--- config.mk ---
export PLATFORM = sky130hd
export DESIGN_NAME = rv32_mh_decoder
export DESIGN_NICKNAME = d
export VERILOG_FILES = /design/src/rtl/rv32_mh_decoder.sv
export SDC_FILE = /design/constraint.sdc
export NUM_CORES = 1
export LEC_CHECK = 0
export ABC_AREA = 1
export CAP_MARGIN = 25
export CORE_UTILIZATION = 57
export DETAILED_ROUTE_END_ITERATION = 16
export PLACE_DENSITY_LB_ADDON = 0.15
export SLEW_MARGIN = 20
export SYNTH_ARGS = -nofsm -noshare
export SYNTH_HDL_FRONTEND = slang
export SYNTH_SLANG_ARGS = --single-unit
--- constraint.sdc ---
create_clock -name clk -period 5.94 [get_ports clk]
set_clock_uncertainty 0.1 [all_clocks]
set_input_delay 1.188 -clock clk [delete_from_list [all_inputs] [get_ports clk]]
set_output_delay 1.188 -clock clk [all_outputs]
set_load 0.1 [all_outputs]
--- src/rtl/rv32_mh_decoder.sv ---
// rv32_mh_decoder: registered multi-hart RV32I+Zicsr decode stage, 2-entry skid.
// Optional per-hart trap counters with `define DECODER_TRAP_CNT_EN.
package rv32_mh_decoder_pkg;
  typedef logic [31:0] rv32_instr_t;
  typedef logic [31:0] rv32_imm_t;

  typedef enum logic [5:0] {
    OP_ILLEGAL, OP_LUI, OP_AUIPC, OP_JAL, OP_JALR,
    OP_BEQ, OP_BNE, OP_BLT, OP_BGE, OP_BLTU, OP_BGEU,
    OP_LB, OP_LH, OP_LW, OP_LBU, OP_LHU,
    OP_SB, OP_SH, OP_SW,
    OP_ADDI, OP_SLTI, OP_SLTIU, OP_XORI, OP_ORI, OP_ANDI,
    OP_SLLI, OP_SRLI, OP_SRAI,
    OP_ADD, OP_SUB, OP_SLL, OP_SLT, OP_SLTU,
    OP_XOR, OP_SRL, OP_SRA, OP_OR, OP_AND,
    OP_FENCE, OP_FENCE_I, OP_ECALL, OP_EBREAK, OP_MRET, OP_WFI,
    OP_CSRRW, OP_CSRRS, OP_CSRRC, OP_CSRRWI, OP_CSRRSI, OP_CSRRCI
  } rv32_opcode_enum_t;

  typedef enum logic [2:0] {
    T_R, T_I, T_S, T_B, T_U, T_J
  } rv32_type_enum_t;

  typedef struct packed {
    logic [4:0]        rs1;
    logic [4:0]        rs2;
    logic [4:0]        rd;
    logic [4:0]        shamt;
    logic [4:0]        zimm;
    rv32_imm_t         imm;
    logic [11:0]       csr;
    logic [3:0]        pred;
    logic [3:0]        succ;
    rv32_opcode_enum_t op;
    rv32_type_enum_t   typ;
    logic              trap;
  } dec_t;

  function automatic dec_t rv32_decode(input rv32_instr_t i);
    dec_t d;
    rv32_opcode_enum_t op;
    rv32_type_enum_t t;
    logic [6:0] opc;
    logic [6:0] f7;
    logic [2:0] f3;
    opc = i[6:0];
    f3 = i[14:12];
    f7 = i[31:25];
    op = OP_ILLEGAL;
    t = T_I;
    unique case (1'b1)
      opc == 7'b0110111: begin op = OP_LUI; t = T_U; end
      opc == 7'b0010111: begin op = OP_AUIPC; t = T_U; end
      opc == 7'b1101111: begin op = OP_JAL; t = T_J; end
      opc == 7'b1100111: if (f3 == 3'b000) op = OP_JALR;
      opc == 7'b1100011: begin
        t = T_B;
        case (f3)
          3'b000: op = OP_BEQ;
          3'b001: op = OP_BNE;
          3'b100: op = OP_BLT;
          3'b101: op = OP_BGE;
          3'b110: op = OP_BLTU;
          3'b111: op = OP_BGEU;
          default: op = OP_ILLEGAL;
        endcase
      end
      opc == 7'b0000011: begin
        case (f3)
          3'b000: op = OP_LB;
          3'b001: op = OP_LH;
          3'b010: op = OP_LW;
          3'b100: op = OP_LBU;
          3'b101: op = OP_LHU;
          default: op = OP_ILLEGAL;
        endcase
      end
      opc == 7'b0100011: begin
        t = T_S;
        case (f3)
          3'b000: op = OP_SB;
          3'b001: op = OP_SH;
          3'b010: op = OP_SW;
          default: op = OP_ILLEGAL;
        endcase
      end
      opc == 7'b0010011: begin
        case (f3)
          3'b000: op = OP_ADDI;
          3'b010: op = OP_SLTI;
          3'b011: op = OP_SLTIU;
          3'b100: op = OP_XORI;
          3'b110: op = OP_ORI;
          3'b111: op = OP_ANDI;
          3'b001: if (f7 == 7'h00) op = OP_SLLI;
          default: begin
            if (f7 == 7'h00) op = OP_SRLI;
            else if (f7 == 7'h20) op = OP_SRAI;
          end
        endcase
      end
      opc == 7'b0110011: begin
        t = T_R;
        if (f7 == 7'h00) begin
          case (f3)
            3'b000: op = OP_ADD;
            3'b001: op = OP_SLL;
            3'b010: op = OP_SLT;
            3'b011: op = OP_SLTU;
            3'b100: op = OP_XOR;
            3'b101: op = OP_SRL;
            3'b110: op = OP_OR;
            default: op = OP_AND;
          endcase
        end else if (f7 == 7'h20 && f3 == 3'b000) op = OP_SUB;
        else if (f7 == 7'h20 && f3 == 3'b101) op = OP_SRA;
      end
      opc == 7'b0001111: begin
        if (f3 == 3'b000) op = OP_FENCE;
        else if (f3 == 3'b001) op = OP_FENCE_I;
      end
      opc == 7'b1110011: begin
        case (f3)
          3'b000: begin
            if (i == 32'h0000_0073) op = OP_ECALL;
            else if (i == 32'h0010_0073) op = OP_EBREAK;
            else if (i == 32'h3020_0073) op = OP_MRET;
            else if (i == 32'h1050_0073) op = OP_WFI;
          end
          3'b001: op = OP_CSRRW;
          3'b010: op = OP_CSRRS;
          3'b011: op = OP_CSRRC;
          3'b101: op = OP_CSRRWI;
          3'b110: op = OP_CSRRSI;
          3'b111: op = OP_CSRRCI;
          default: op = OP_ILLEGAL;
        endcase
      end
      default: op = OP_ILLEGAL;
    endcase

    d = '0;
    d.trap = (op == OP_ILLEGAL);
    if (!d.trap) begin
      d.op = op;
      d.typ = t;
      if (t != T_S && t != T_B) d.rd = i[11:7];
      if (t != T_U && t != T_J) d.rs1 = i[19:15];
      if (t == T_R || t == T_S || t == T_B) d.rs2 = i[24:20];
      case (t)
        T_I: d.imm = {{20{i[31]}}, i[31:20]};
        T_S: d.imm = {{20{i[31]}}, i[31:25], i[11:7]};
        T_B: d.imm = {{19{i[31]}}, i[31], i[7], i[30:25], i[11:8], 1'b0};
        T_U: d.imm = {i[31:12], 12'h000};
        T_J: d.imm = {{11{i[31]}}, i[31], i[19:12], i[20], i[30:21], 1'b0};
        default: d.imm = '0;
      endcase
      if (op inside {OP_SLLI, OP_SRLI, OP_SRAI}) d.shamt = i[24:20];
      if (op == OP_FENCE) begin
        d.pred = i[27:24];
        d.succ = i[23:20];
      end
      if (op inside {OP_CSRRW, OP_CSRRS, OP_CSRRC,
                     OP_CSRRWI, OP_CSRRSI, OP_CSRRCI}) begin
        d.csr = i[31:20];
        d.imm = '0;
      end
      // immediate CSR forms carry zimm in the rs1 slot
      if (op inside {OP_CSRRWI, OP_CSRRSI, OP_CSRRCI}) begin
        d.zimm = i[19:15];
        d.rs1 = '0;
      end
    end
    return d;
  endfunction
endpackage

module rv32_mh_decoder
  import rv32_mh_decoder_pkg::*;
#(
  parameter int NUM_HARTS = 8,
  parameter int PC_W = 32,
  localparam int HW = $clog2(NUM_HARTS)
) (
  input  logic              clk,
  input  logic              rst,
  input  logic              in_valid,
  output logic              in_ready,
  input  logic [31:0]       in_instr,
  input  logic [PC_W-1:0]   in_pc,
  input  logic [HW-1:0]     in_hart,
  input  logic [NUM_HARTS-1:0] flush,
  input  logic              halt,
  output logic              out_valid,
  input  logic              out_ready,
  output logic [HW-1:0]     out_hart,
  output logic [PC_W-1:0]   out_pc,
  output logic [4:0]        rv_rs1,
  output logic [4:0]        rv_rs2,
  output logic [4:0]        rv_rd,
  output logic [4:0]        rv_shamt,
  output logic [4:0]        rv_zimm,
  output logic [31:0]       rv_imm,
  output logic [11:0]       rv_csr,
  output logic [3:0]        rv_fence_pred,
  output logic [3:0]        rv_fence_succ,
  output rv32_opcode_enum_t rv_opcode,
  output rv32_type_enum_t   rv_imm_decoded_type,
  output logic              instr_trap
`ifdef DECODER_TRAP_CNT_EN
  ,
  input  logic [HW-1:0]     trap_cnt_sel,
  output logic [15:0]       trap_cnt
`endif
);
  typedef struct packed {
    logic            v;
    logic [HW-1:0]   hart;
    logic [PC_W-1:0] pc;
    dec_t            d;
  } ent_t;

  ent_t out_q, skid_q, inc;
  logic o_keep, s_keep, in_ok, xfer, o_free;

  assign in_ready = rst && !halt && !skid_q.v;
  assign o_keep = out_q.v && !flush[out_q.hart];
  assign s_keep = skid_q.v && !flush[skid_q.hart];
  assign in_ok = in_valid && in_ready && !flush[in_hart];
  assign xfer = o_keep && out_ready && !halt;
  assign o_free = !o_keep || xfer;

  always_comb begin
    inc = '0;
    inc.v = in_ok;
    inc.hart = in_hart;
    inc.pc = in_pc;
    inc.d = rv32_decode(in_instr);
  end

  // flush wins over halt and drain; a flushed OUT is refilled from SKID
  always_ff @(posedge clk) begin
    if (!rst) begin
      out_q <= '0;
      skid_q <= '0;
    end else if (halt) begin
      out_q.v <= o_keep;
      skid_q.v <= s_keep;
    end else if (o_free) begin
      if (s_keep) begin
        out_q <= skid_q;
        skid_q.v <= 1'b0;
      end else begin
        if (in_ok) out_q <= inc;
        else out_q.v <= 1'b0;
        skid_q.v <= 1'b0;
      end
    end else if (!s_keep) begin
      if (in_ok) skid_q <= inc;
      else skid_q.v <= 1'b0;
    end
  end

  assign out_valid = out_q.v;
  assign out_hart = out_q.hart;
  assign out_pc = out_q.pc;
  assign rv_rs1 = out_q.d.rs1;
  assign rv_rs2 = out_q.d.rs2;
  assign rv_rd = out_q.d.rd;
  assign rv_shamt = out_q.d.shamt;
  assign rv_zimm = out_q.d.zimm;
  assign rv_imm = out_q.d.imm;
  assign rv_csr = out_q.d.csr;
  assign rv_fence_pred = out_q.d.pred;
  assign rv_fence_succ = out_q.d.succ;
  assign rv_opcode = out_q.d.op;
  assign rv_imm_decoded_type = out_q.d.typ;
  assign instr_trap = out_q.d.trap;

`ifdef DECODER_TRAP_CNT_EN
  logic [15:0] cnt_q [NUM_HARTS];

  always_ff @(posedge clk) begin
    if (!rst) begin
      for (int h = 0; h < NUM_HARTS; h++) cnt_q[h] <= '0;
    end else if (xfer && out_q.d.trap && cnt_q[out_q.hart] != 16'hFFFF) begin
      cnt_q[out_q.hart] <= cnt_q[out_q.hart] + 16'd1;
    end
  end

  assign trap_cnt = cnt_q[trap_cnt_sel];
`endif
endmodule

==> impl_summary.log, run 1 <==
INFO  metric worstHoldEndpoint = skid_q[19]
INFO  metric worst_ep_arrival_time = 2790 ps
INFO  metric die_y = 145 um
INFO  metric reg2reg_from = skid_q[119]
INFO  metric depth_of_the_most_critical_reg_to_reg_path = 11
INFO  metric critical_path_required = 4650 ps
INFO  metric vias_per_cell = about 5.8
INFO  metric final_min_period_over_clock_period = 0.687
INFO  metric met2WireLength = 16500 um
INFO  metric hold_viol_final = 0
INFO  metric rsz_0062_raised_after_global_routing = false
INFO  metric floorplan.die.width = about 140 um
INFO  metric cp_top_family = buffers and inverters
INFO  metric globalRoute.totalOverflow = 0
INFO  metric drc = 0
INFO  metric grt_pass1_wl = about 55000 um
INFO  metric max_freq = roughly 0.24 GHz
INFO  metric proportion_of_layout_cells_with_a_drive_suffix_above_1 = 0.0666
INFO  metric syn_nets = 1744
INFO  metric wirelength_met1 = 14900 um
INFO  metric max_stage_delay_cell_worst_path = sky130_fd_sc_hd__inv_1
INFO  metric worstPathCellList = buf_4 > inv_1 > nor3_1 > buf_4
INFO  metric async_flop_share = 0
INFO  metric postLayoutCoreUtil = 0.724
INFO  metric worst_setup_path_startpoint = rst
INFO  metric clockRootBuffer = sky130_fd_sc_hd__clkbuf_16
INFO  metric initial_utilization = 0.587
INFO  metric cell_internal_pwr = 2680 uW
INFO  metric power.switching = approximately 1100 uW
INFO  metric timing.final.setup_violations = 0
INFO  metric tightest_slew = 1060 ps
INFO  metric post_synth.cell_area_avg = 6.97 um2
INFO  metric p_clk_frac = 0.402
INFO  metric final_max_slew_viol_count = 0
INFO  metric synth_ff_type = sky130_fd_sc_hd__dfxtp_1
INFO  metric port-buffer-count = between 200 and 250
INFO  metric endpoint_class_of_the_critical_path = primary output
INFO  metric wl_met3 = 2820 um
INFO  metric mappedNetlistArea = 0.0116 mm2
INFO  metric maxSlewHeadroom = 0.292
INFO  metric peakVddDrop = 0.219 mV
INFO  metric grt_start_max_net_pins = approximately 160
INFO  metric warnings_synthesis = 0
INFO  metric criticalPathCategory = primary input to primary output
INFO  metric fin_hold_ws = 365 ps
INFO  metric leakage = 0.00564 uW
INFO  metric crit_path_max_fanout = 64
INFO  metric critPathMaxStageDelay = about 450 ps
INFO  metric worstReg2RegEnd = skid_q[92]
INFO  metric hold_path_startpoint = skid_q[19]
INFO  metric cts_buffer_depth = 3
INFO  metric wl_per_cell = 17.3 um
INFO  metric wire_length_after_detailed_routing = roughly 36000 um
INFO  metric rrSetupSlack = 2790 ps
INFO  metric drt_iter0_markers = 1054
INFO  metric cts_made_buffers = 25
INFO  metric floorplan.core_area = 0.0197 mm2
INFO  metric holdPathStages = 2
INFO  metric grt_usage = 0.330
INFO  metric core.rowCount = 51
INFO  metric num_vias = about 12000
INFO  metric pwr-share-seq = 0.452
INFO  metric tritoncts = yes
INFO  metric swShare = 0.286
INFO  metric cts_setup_buffers = 0
INFO  metric die_area = around 0.021 mm2
INFO  metric cts_resized = 0
INFO  metric clock_insertion_delay_worst_skew = 530 ps
INFO  metric firstDrtPassIters = 5
INFO  metric combinationalPowerShare = 0.146
INFO  metric holdCritPathClass = flop to flop
INFO  metric ios = 204
INFO  metric total_negative_setup_slacks = 0 ps
INFO  metric number_of_antenna_violations_at_the_first_check_in_global_routing = 0
INFO  metric ys_seq_elements = approximately 250
INFO  metric antenna_left = 0
INFO  metric gp_congestion = 0.972
INFO  metric synth-edff-count = 0
INFO  metric syn-instance-count = 1662
INFO  metric critical-path-top-cell-by-count = sky130_fd_sc_hd__buf_4
INFO  metric critical_path_buffer_and_inverter_count = 3
INFO  metric synth_sequential_area_ratio = 0.425
INFO  metric result_of_the_run = finished clean
INFO  metric flow.area_growth_from_synthesis = 23.2%
INFO  metric min_period = 4080 ps
INFO  metric cap_viol_max_count = 0
INFO  metric hpwlAfterDp = 21900 um
INFO  metric crit_cells = 4
INFO  metric cts.sink_count = 246
INFO  metric final_net_count = about 1900
INFO  metric timing.critical_path.from_type = primary input
INFO  metric vias_in_the_first_global_route = 10800
INFO  metric antenna_cells_inserted = 0
INFO  metric htree_num_levels = 1
INFO  metric synth.distinct_cells = 39
INFO  metric worst_path_clk_slew = 60 ps
INFO  metric routed.top_layer = met4
INFO  metric pwr_density_cell = 263 mW/mm2
INFO  metric cts_hold_repair.buffers = 0
state kept, by name, summed over array words and instances, names as in the netlist:
register             count
instr_trap               1
rv_zimm                  5
rv_csr                  12
rv_fence_pred            4
rv_opcode                6
out_pc                  32
rv_imm_decoded_type      3
rv_fence_succ            4
rv_rs1                   5
skid_q                 123
rv_imm                  32
rv_rd                    5
out_valid                1
out_hart                 3
rv_rs2                   5
rv_shamt                 5
synth_stat cells (4+ instances only):
cell                         n  area, um2
sky130_fd_sc_hd__buf_6       5       56.3
sky130_fd_sc_hd__clkbuf_1   83        312
sky130_fd_sc_hd__a21oi_1   249       1250
sky130_fd_sc_hd__nor2_1    197        739
sky130_fd_sc_hd__o21ai_0   273       1370
sky130_fd_sc_hd__buf_1      11       41.3
sky130_fd_sc_hd__a31oi_1    33        206
sky130_fd_sc_hd__nor3_1      5       25.0
sky130_fd_sc_hd__nand2_1   262        983
sky130_fd_sc_hd__o211ai_1    5       37.5
sky130_fd_sc_hd__nor2_2     34        213
sky130_fd_sc_hd__nand3_1    74        370
sky130_fd_sc_hd__inv_1      67        251
sky130_fd_sc_hd__a211oi_1    4       30.0
sky130_fd_sc_hd__buf_2      31        155
sky130_fd_sc_hd__dfxtp_1   246       4920
sky130_fd_sc_hd__inv_2      11       41.3
sky130_fd_sc_hd__nand4_1    34        213
sky130_fd_sc_hd__nand2_2     5       31.3
tightest hold or removal path, cell delays in order, from the launching register on:
cell,delay (ps)
sky130_fd_sc_hd__dfxtp_1,300
sky130_fd_sc_hd__inv_1,60
sky130_fd_sc_hd__a211oi_1,60
stage by stage:
| step | total power, uW | instances | setup slack [ps] | area [um2] |
|---|---|---|---|---|
| global route | 3860 | 2052 | 1650 | 14300 |
| floorplan | 2110 | 1662 | 716 | 11600 |
| CTS | 3760 | 2050 | 1890 | 14200 |
| detailed placement | 2270 | 2007 | 1410 | 13500 |
| finish | 3750 | 2052 | 1860 | 14300 |
| global placement | 2270 | 2007 | 1440 | 13500 |
layout by cell type (no fill, tap or decap), types with 5 or more instances in the layout:
cell type                           n
sky130_fd_sc_hd__o21ai_0          273
sky130_fd_sc_hd__nand2_1          261
sky130_fd_sc_hd__a21oi_1          249
sky130_fd_sc_hd__dfxtp_1          246
sky130_fd_sc_hd__clkdlybuf4s50_1  201
sky130_fd_sc_hd__nor2_1           197
sky130_fd_sc_hd__nand3_1           74
sky130_fd_sc_hd__inv_1             67
sky130_fd_sc_hd__nand4_1           34
sky130_fd_sc_hd__nor2_2            33
sky130_fd_sc_hd__a31oi_1           33
sky130_fd_sc_hd__clkbuf_16         25
sky130_fd_sc_hd__buf_4             11
sky130_fd_sc_hd__inv_2             10
sky130_fd_sc_hd__clkbuf_8           6
sky130_fd_sc_hd__nand2_2            5
sky130_fd_sc_hd__nor3_1             5
sky130_fd_sc_hd__o211ai_1           5
sky130_fd_sc_hd__clkinv_2           5
sky130_fd_sc_hd__clkbuf_1           5
layout make-up:
cell class | count | area [um2]
inverter | 80 | 302
multi-input combinational | 1202 | 5770
fill | 1594 | 5450
tap | 265 | 332
timing repair buffer | 216 | 2160
clock inverter | 7 | 56.3
clock buffer | 36 | 727
sequential | 246 | 4920
kinds of logic after synthesis:
family | after synthesis | share of synthesized area
AND/OR/NAND/NOR | 626 | 0.238
AO/OA/AOI/OAI | 574 | 0.257
buffers and inverters | 214 | 0.0779
adder cells (fa/ha/maj) | 2 | 0.00216
flip-flops | 246 | 0.425
power groups by stage:
| stage | Combinational (uW) | Clock (uW) | Sequential [uW] |
|---|---|---|---|
| 4_1_cts | 543 | 1520 | 1690 |
| 5_1_grt | 579 | 1580 | 1700 |
| 3_3_place_gp | 538 | 0 | 1730 |
| 2_1_floorplan | 184 | 0 | 1920 |
| 3_5_place_dp | 540 | 0 | 1730 |
| 6_report | 547 | 1510 | 1690 |
worst max-delay path by stage:
stage / slack (ps) / to
global route: 1650 / rv_imm[0]
detailed placement: 1410 / skid_q[34]
floorplan: 720 / skid_q[12]
finish: 1860 / in_ready
CTS: 1890 / in_ready
global placement: 1440 / skid_q[33]
metal layers:
metal | GRT usage | up-vias
met4 | 0.124 | 0
met5 | 0 | -
met2 | 0.547 | 541
met1 | 0.432 | 5522
li1 | - | 5818
met3 | 0.0493 | 83
Note: power is estimated with default switching activity, not from simulation.
==> run 2: changes to the inputs <==
--- a/config.mk
+++ b/config.mk
@@ -7,7 +7,7 @@
 export LEC_CHECK = 0
 export ABC_AREA = 1
 export CAP_MARGIN = 25
-export CORE_UTILIZATION = 57
+export CORE_UTILIZATION = 53
 export DETAILED_ROUTE_END_ITERATION = 16
 export PLACE_DENSITY_LB_ADDON = 0.15
 export SLEW_MARGIN = 20
==> constraint.sdc (replaced) <==
create_clock -name clk -period 3.9 [get_ports clk]
set_clock_uncertainty 0.1 [all_clocks]
set_input_delay 0.78 -clock clk [delete_from_list [all_inputs] [get_ports clk]]
set_output_delay 0.78 -clock clk [all_outputs]
set_load 0.1 [all_outputs]
==> run 2 against run 1 <==
Against the previous run: first-iteration DRC count stayed put; sequential power increased by 53%; clock power increased by 73%; non-clock buffer count increased by 30; clock-buffer cell count stayed put; total power increased by 61%; critical path type is now primary input to flop; sequential cell count stayed put; routed wire length increased by 2.5%; combinational power up 58%; die area increased by 7.4%; critical endpoint is now rv_imm[4]; highest routed layer unchanged.
==> impl_summary.log, run 2 (synthesized netlist as in run 1, its figures left out) <==
INFO  metric result_of_the_run = finished clean
INFO  metric gp_congestion = about 0.96
INFO  metric final_net_count = 1884
INFO  metric peakVddDrop = around 0.27 mV
INFO  metric cts_setup_buffers = 0
INFO  metric wl_per_cell = 17.4 um
INFO  metric num_vias = 12100
INFO  metric tritoncts = yes
INFO  metric setup_ws = approximately 600 ps
INFO  metric criticalPathCategory = primary input to flop
INFO  metric critical_path_required = 4250 ps
INFO  metric cts_hold_repair.buffers = 0
INFO  metric grt_usage = 0.313
INFO  metric grt_start_max_net_pins = 131
INFO  metric min_period = 3300 ps
INFO  metric total_negative_setup_slacks = 0 ps
INFO  metric worst_ep_arrival_time = 3650 ps
INFO  metric grt_pass1_wl = 56800 um
INFO  metric cap_viol_max_count = 0
INFO  metric report.power.total = just over 6000 uW
INFO  metric number_of_antenna_violations_at_the_first_check_in_global_routing = 0
INFO  metric max_freq = 0.303 GHz
INFO  metric dpl_worst_slack = 176 ps
INFO  metric vias_per_cell = 5.76
INFO  metric final_max_slew_viol_count = 0
INFO  metric flow.area_growth_from_synthesis = 27.3%
INFO  metric crit_path_max_fanout = 25
INFO  metric drc = 0
INFO  metric timing.final.setup_violations = 0
INFO  metric antenna_left = 0
INFO  metric rsz_0062_raised_after_global_routing = false
INFO  metric wire_length_after_detailed_routing = 36400 um
INFO  metric filler_cell_count = between 1500 and 2000
INFO  metric holdPathStages = 2
INFO  metric area.sequential = 0.00492 mm2
INFO  metric depth_of_the_most_critical_reg_to_reg_path = 14
INFO  metric cts.sink_count = ~250
INFO  metric die_y = about 150 um
INFO  metric cts_buffer_depth = 3
INFO  metric vias_in_the_first_global_route = 10900
INFO  metric endpoint_class_of_the_critical_path = flop
INFO  metric port-buffer-count = between 200 and 250
INFO  metric die_area = 0.0224 mm2
INFO  metric floorplan.die.width = between 100 and 150 um
INFO  metric clock_insertion_delay_worst_skew = roughly 520 ps
INFO  metric proportion_of_layout_cells_with_a_drive_suffix_above_1 = 0.0846
INFO  metric floorplan.core_area = around 0.021 mm2
INFO  metric timing.critical_path.from_type = primary input
INFO  metric hold_viol_final = 0
INFO  metric max_flop_register = skid_q
INFO  metric htree_num_levels = 1
INFO  metric leakage = just under 0.006 uW
INFO  metric final_cell_mix = sky130_fd_sc_hd__o21ai_0, sky130_fd_sc_hd__nand2_1, sky130_fd_sc_hd__a21oi_1, sky130_fd_sc_hd__dfxtp_1, sky130_fd_sc_hd__clkdlybuf4s50_1
INFO  metric maxSlewHeadroom = 0.311
INFO  metric holdCritPathClass = flop to flop
INFO  metric core.rowCount = 53
INFO  metric clockRootBuffer = sky130_fd_sc_hd__clkbuf_16
INFO  metric firstDrtPassIters = 5
INFO  metric antenna_cells_inserted = 0
INFO  metric cts_resized = 0
INFO  metric worst_path_clk_slew = 60 ps
INFO  metric final_min_period_over_clock_period = 0.846
INFO  metric largest_register_ffs = between 100 and 150
INFO  metric multiInputGateArea = 0.00577 mm2
INFO  metric globalRoute.totalOverflow = 0
INFO  metric cts_made_buffers = 26
INFO  metric ios = 204
INFO  metric hpwlAfterDp = 23000 um
INFO  metric initial_utilization = 0.546
INFO  metric pwr_density_cell = 411 mW/mm2
INFO  metric tightest_slew = 1030 ps
INFO  metric mostFrequentLayoutCell = sky130_fd_sc_hd__o21ai_0
INFO  metric drt_iter0_markers = 1054
## run 2: cell types whose count changed in the layout (fill, tap and decap cells not counted), sizes merged
cell | before | now
inv | 78 | 77
bufinv | 0 | 4
clkinv | 8 | 9
buf | 15 | 45
## run 2: path summary, 6_finish.rpt
check,startpoint,to,slack (ps)
max,in_instr[12],rv_imm[4],600
min,skid_q[6],skid_q[6],360
max reg2reg,out_hart[0],rv_csr[7],1280
min reg2reg,skid_q[6],skid_q[6],360
## run 2: worst max-delay path, stage by stage
cell	delay (ps)
sky130_fd_sc_hd__clkdlybuf4s50_1	430
sky130_fd_sc_hd__buf_4	190
sky130_fd_sc_hd__nor2_1	320
sky130_fd_sc_hd__nand2_1	110
sky130_fd_sc_hd__nor2_2	210
sky130_fd_sc_hd__nand2_1	110
sky130_fd_sc_hd__nor2_1	100
sky130_fd_sc_hd__nand2_1	80
sky130_fd_sc_hd__nand2_1	80
sky130_fd_sc_hd__nand2_1	120
sky130_fd_sc_hd__nand2_2	200
sky130_fd_sc_hd__nor2_8	90
sky130_fd_sc_hd__nand2_8	80
sky130_fd_sc_hd__nand2_4	240
sky130_fd_sc_hd__nor2_1	270
sky130_fd_sc_hd__nand2_1	90
sky130_fd_sc_hd__a21oi_1	120
## run 2: cell type report
cell class | instances | area share
flip-flops and latches | 246 | 0.334
clock inverters | 11 | 0.0107
repair buffers | 246 | 0.169
inverters | 80 | 0.0205
clock buffers | 36 | 0.0508
well taps | 275 | 0.0233
multi-input cells | 1202 | 0.391
## run 2: routing by layer
| layer | part of all wire | track usage | vias to the layer above |
|---|---|---|---|
| met1 | 0.43 | 0.433 | 5592 |
| met5 | 0 | 0 | - |
| li1 | - | - | 5889 |
| met4 | 0.036 | 0.121 | 0 |
| met3 | 0.068 | 0.0259 | 94 |
| met2 | 0.47 | 0.507 | 495 |
## run 2: power by group
part	total [uW]	internal [uW]	switching [uW]	leakage, uW
combinational	862	246	616	0.00345
sequential	2580	2560	24.6	0.00199
clock	2610	1600	1010	0.000448
## run 2: per-stage QoR
stage                     instances  hold WS [ps]  instance area [um2]  utilization
after floorplan                1662           325                11600            -
after global placement         2047           334                13800        0.650
after detailed placement       2047           352                13800        0.650
after CTS                      2094           363                14700        0.693
after global routing           2096           394                14700        0.695
final                          2096           361                14700        0.695
==> run 3: changes to the inputs <==
==> constraint.sdc (replaced) <==
create_clock -name clk -period 3.1 [get_ports clk]
set_clock_uncertainty 0.1 [all_clocks]
set_input_delay 0.62 -clock clk [delete_from_list [all_inputs] [get_ports clk]]
set_output_delay 0.62 -clock clk [all_outputs]
set_load 0.1 [all_outputs]
==> run 3 against run 2 <==
Against the previous run: sequential share of layout area fell by 0.85 points; final cell count increased by 4.4%; routed wire length grew 0.87%; global-route usage increased by 0.33 points; sequential cell count unchanged; core utilization is 1.8 points higher; first-iteration DRC count grew 6.4%; die area unchanged; largest power group is now sequential cells; register-to-register slack worse by 590 ps.
==> impl_summary.log, run 3 (synthesized netlist as in run 1, its figures left out) <==
INFO  metric proportion_of_layout_cells_with_a_drive_suffix_above_1 = 0.192
INFO  metric grt_pass1_wl = about 57000 um
INFO  metric wl_per_cell = roughly 17 um
INFO  metric vias_per_cell = ~5.7
INFO  metric antenna_left = 0
INFO  metric max_flop_register = skid_q
INFO  metric globalRouteMet3Util = 0.0302
INFO  metric grt_usage = 0.317
INFO  metric min_period = 2760 ps
INFO  metric cp_top_family = simple AND/OR/NAND/NOR gates
INFO  metric core.rowCount = 53
INFO  metric worst_path_clk_slew = around 60 ps
INFO  metric final_net_count = approximately 2000
INFO  metric drc = 0
INFO  metric reg2reg_from = out_hart[0]
INFO  metric final_cell_mix = sky130_fd_sc_hd__o21ai_0, sky130_fd_sc_hd__nand2_1, sky130_fd_sc_hd__a21oi_1, sky130_fd_sc_hd__dfxtp_1, sky130_fd_sc_hd__buf_4
INFO  metric gp_congestion = 1.01
INFO  metric die_area = 0.0224 mm2
INFO  metric largest_register_ffs = ~120
INFO  metric endpoint_class_of_the_critical_path = flop
INFO  metric cts_hold_repair.buffers = 0
INFO  metric worstPathCellList = clkdlybuf4s50_1 > nor2_1 > nand2_1 > nor2_2 > nand2_1 > nor2_1 > nand2_1 > nand2_1 > nand2_1 > nand2_2 > nor2_8 > buf_4 > a21oi_1 > nand3_1 > a21oi_1
INFO  metric grt_start_max_net_pins = 234
INFO  metric globalRoute.totalOverflow = 0
INFO  metric drt_iter0_markers = between 1000 and 1500
INFO  metric timing.final.setup_violations = 0
INFO  metric num_vias = ~12000
INFO  metric floorplan.core_area = 0.0212 mm2
INFO  metric cts_made_buffers = 26
INFO  metric ios = 204
INFO  metric result_of_the_run = finished clean
INFO  metric stdcell_area = 0.0151 mm2
INFO  metric tritoncts = yes
INFO  metric timing.critical_path.from_type = primary input
INFO  metric max_stage_delay_cell_worst_path = sky130_fd_sc_hd__clkdlybuf4s50_1
INFO  metric critical_path_buffer_and_inverter_count = 2
INFO  metric flow.area_growth_from_synthesis = 30.6%
INFO  metric initial_utilization = 0.546
INFO  metric cts_buffer_depth = 3
INFO  metric peakVddDrop = 0.581 mV
INFO  metric hold_viol_final = 0
INFO  metric depth_of_the_most_critical_reg_to_reg_path = 14
INFO  metric leakage = 0.00655 uW
INFO  metric maxSlewHeadroom = 0.454
INFO  metric rsz_0062_raised_after_global_routing = false
INFO  metric holdPathStages = 2
INFO  metric cts_setup_buffers = 0
INFO  metric placedInstanceArea = 0.0143 mm2
INFO  metric final_max_slew_viol_count = 0
INFO  metric cts_resized = 0
INFO  metric rrSetupSlack = 690 ps
INFO  metric number_of_antenna_violations_at_the_first_check_in_global_routing = 0
INFO  metric clockRootBuffer = sky130_fd_sc_hd__clkbuf_16
INFO  metric critical-path-top-cell-by-count = sky130_fd_sc_hd__nand2_1
INFO  metric total_negative_setup_slacks = 0 ps
INFO  metric criticalPathCategory = primary input to flop
INFO  metric worstReg2RegEnd = out_pc[8]
INFO  metric clock_insertion_delay_worst_skew = about 530 ps
INFO  metric grtUsageMet2 = 0.539
INFO  metric firstDrtPassIters = 5
INFO  metric worst_ep_arrival_time = 3130 ps
INFO  metric critPathMaxStageDelay = 490 ps
INFO  metric worstHoldEndpoint = skid_q[6]
INFO  metric antenna_cells_inserted = 0
INFO  metric mostFrequentLayoutCell = sky130_fd_sc_hd__o21ai_0
INFO  metric critical_path_required = 3460 ps
INFO  metric die_y = 150 um
INFO  metric holdCritPathClass = flop to flop
INFO  metric hpwlAfterDp = 24200 um
INFO  metric cts.sink_count = 246
INFO  metric cap_viol_max_count = 0
INFO  metric globalRoute.busiestLayer = met2
INFO  metric crit_path_max_fanout = 6
INFO  metric fin_hold_ws = 349 ps
INFO  metric pwr_density_cell = 485 mW/mm2
INFO  metric port-buffer-count = 203
INFO  metric crit_cells = 15
INFO  metric wire_length_after_detailed_routing = roughly 37000 um
INFO  metric floorplan.die.width = 150 um
INFO  metric final_min_period_over_clock_period = 0.891
INFO  metric htree_num_levels = 1
INFO  metric vias_in_the_first_global_route = between 10000 and 15000
INFO  metric hold_path_startpoint = skid_q[6]
INFO  metric gr-usage-met1 = 0.419
INFO  metric max_freq = 0.362 GHz
INFO  metric tightest_slew = 820 ps
-- run 3: worst max-delay path by stage --
stage | from | slack, ps | endpoint
after global placement | in_instr[4] | -190 | rv_zimm[0]
after CTS | in_instr[4] | 380 | rv_zimm[0]
after global routing | in_instr[4] | 70 | rv_zimm[0]
final | in_instr[13] | 340 | rv_zimm[0]
after floorplan | rst | 4 | skid_q[4]
after detailed placement | in_instr[4] | -160 | rv_zimm[0]
-- run 3: cell type report --
class | count | area [um2]
multi-input combinational | 1202 | 5780
clock inverter | 6 | 45.0
sequential | 246 | 4920
inverter | 80 | 302
clock buffer | 40 | 773
tap | 275 | 344
timing repair buffer | 340 | 2960
fill | 1789 | 6090
-- run 3: power breakdown --
part           internal [uW]  switching, uW  total [uW]
logic                    349            789        1140
registers               3220           31.1        3250
clock network           1710           1240        2960
total                   5280           2060        7340
-- run 3: worst register-to-register path, delay by kind of cell, from the launching register on --
| kind | cells | cell delay [ps] |
|---|---|---|
| buffers and inverters | 4 | 680 |
| AO/OA/AOI/OAI | 5 | 580 |
| AND/OR/NAND/NOR | 5 | 510 |
| flip-flops | 1 | 460 |
-- run 3: metrics by stage --
stage	power (uW)	worst slack (ps)	cells	utilization
global placement	4440	-189	2143	0.674
detailed placement	4440	-158	2143	0.674
global route	7570	65.7	2189	0.713
CTS	7380	381	2189	0.713
finish	7340	338	2189	0.713
floorplan	4040	3.50	1662	-
-- run 3: layer usage --
metal	routed length, um	share of wire
met3	2400	0.065
met2	17500	0.48
met4	1140	0.031
met1	15700	0.43
met5	0	0
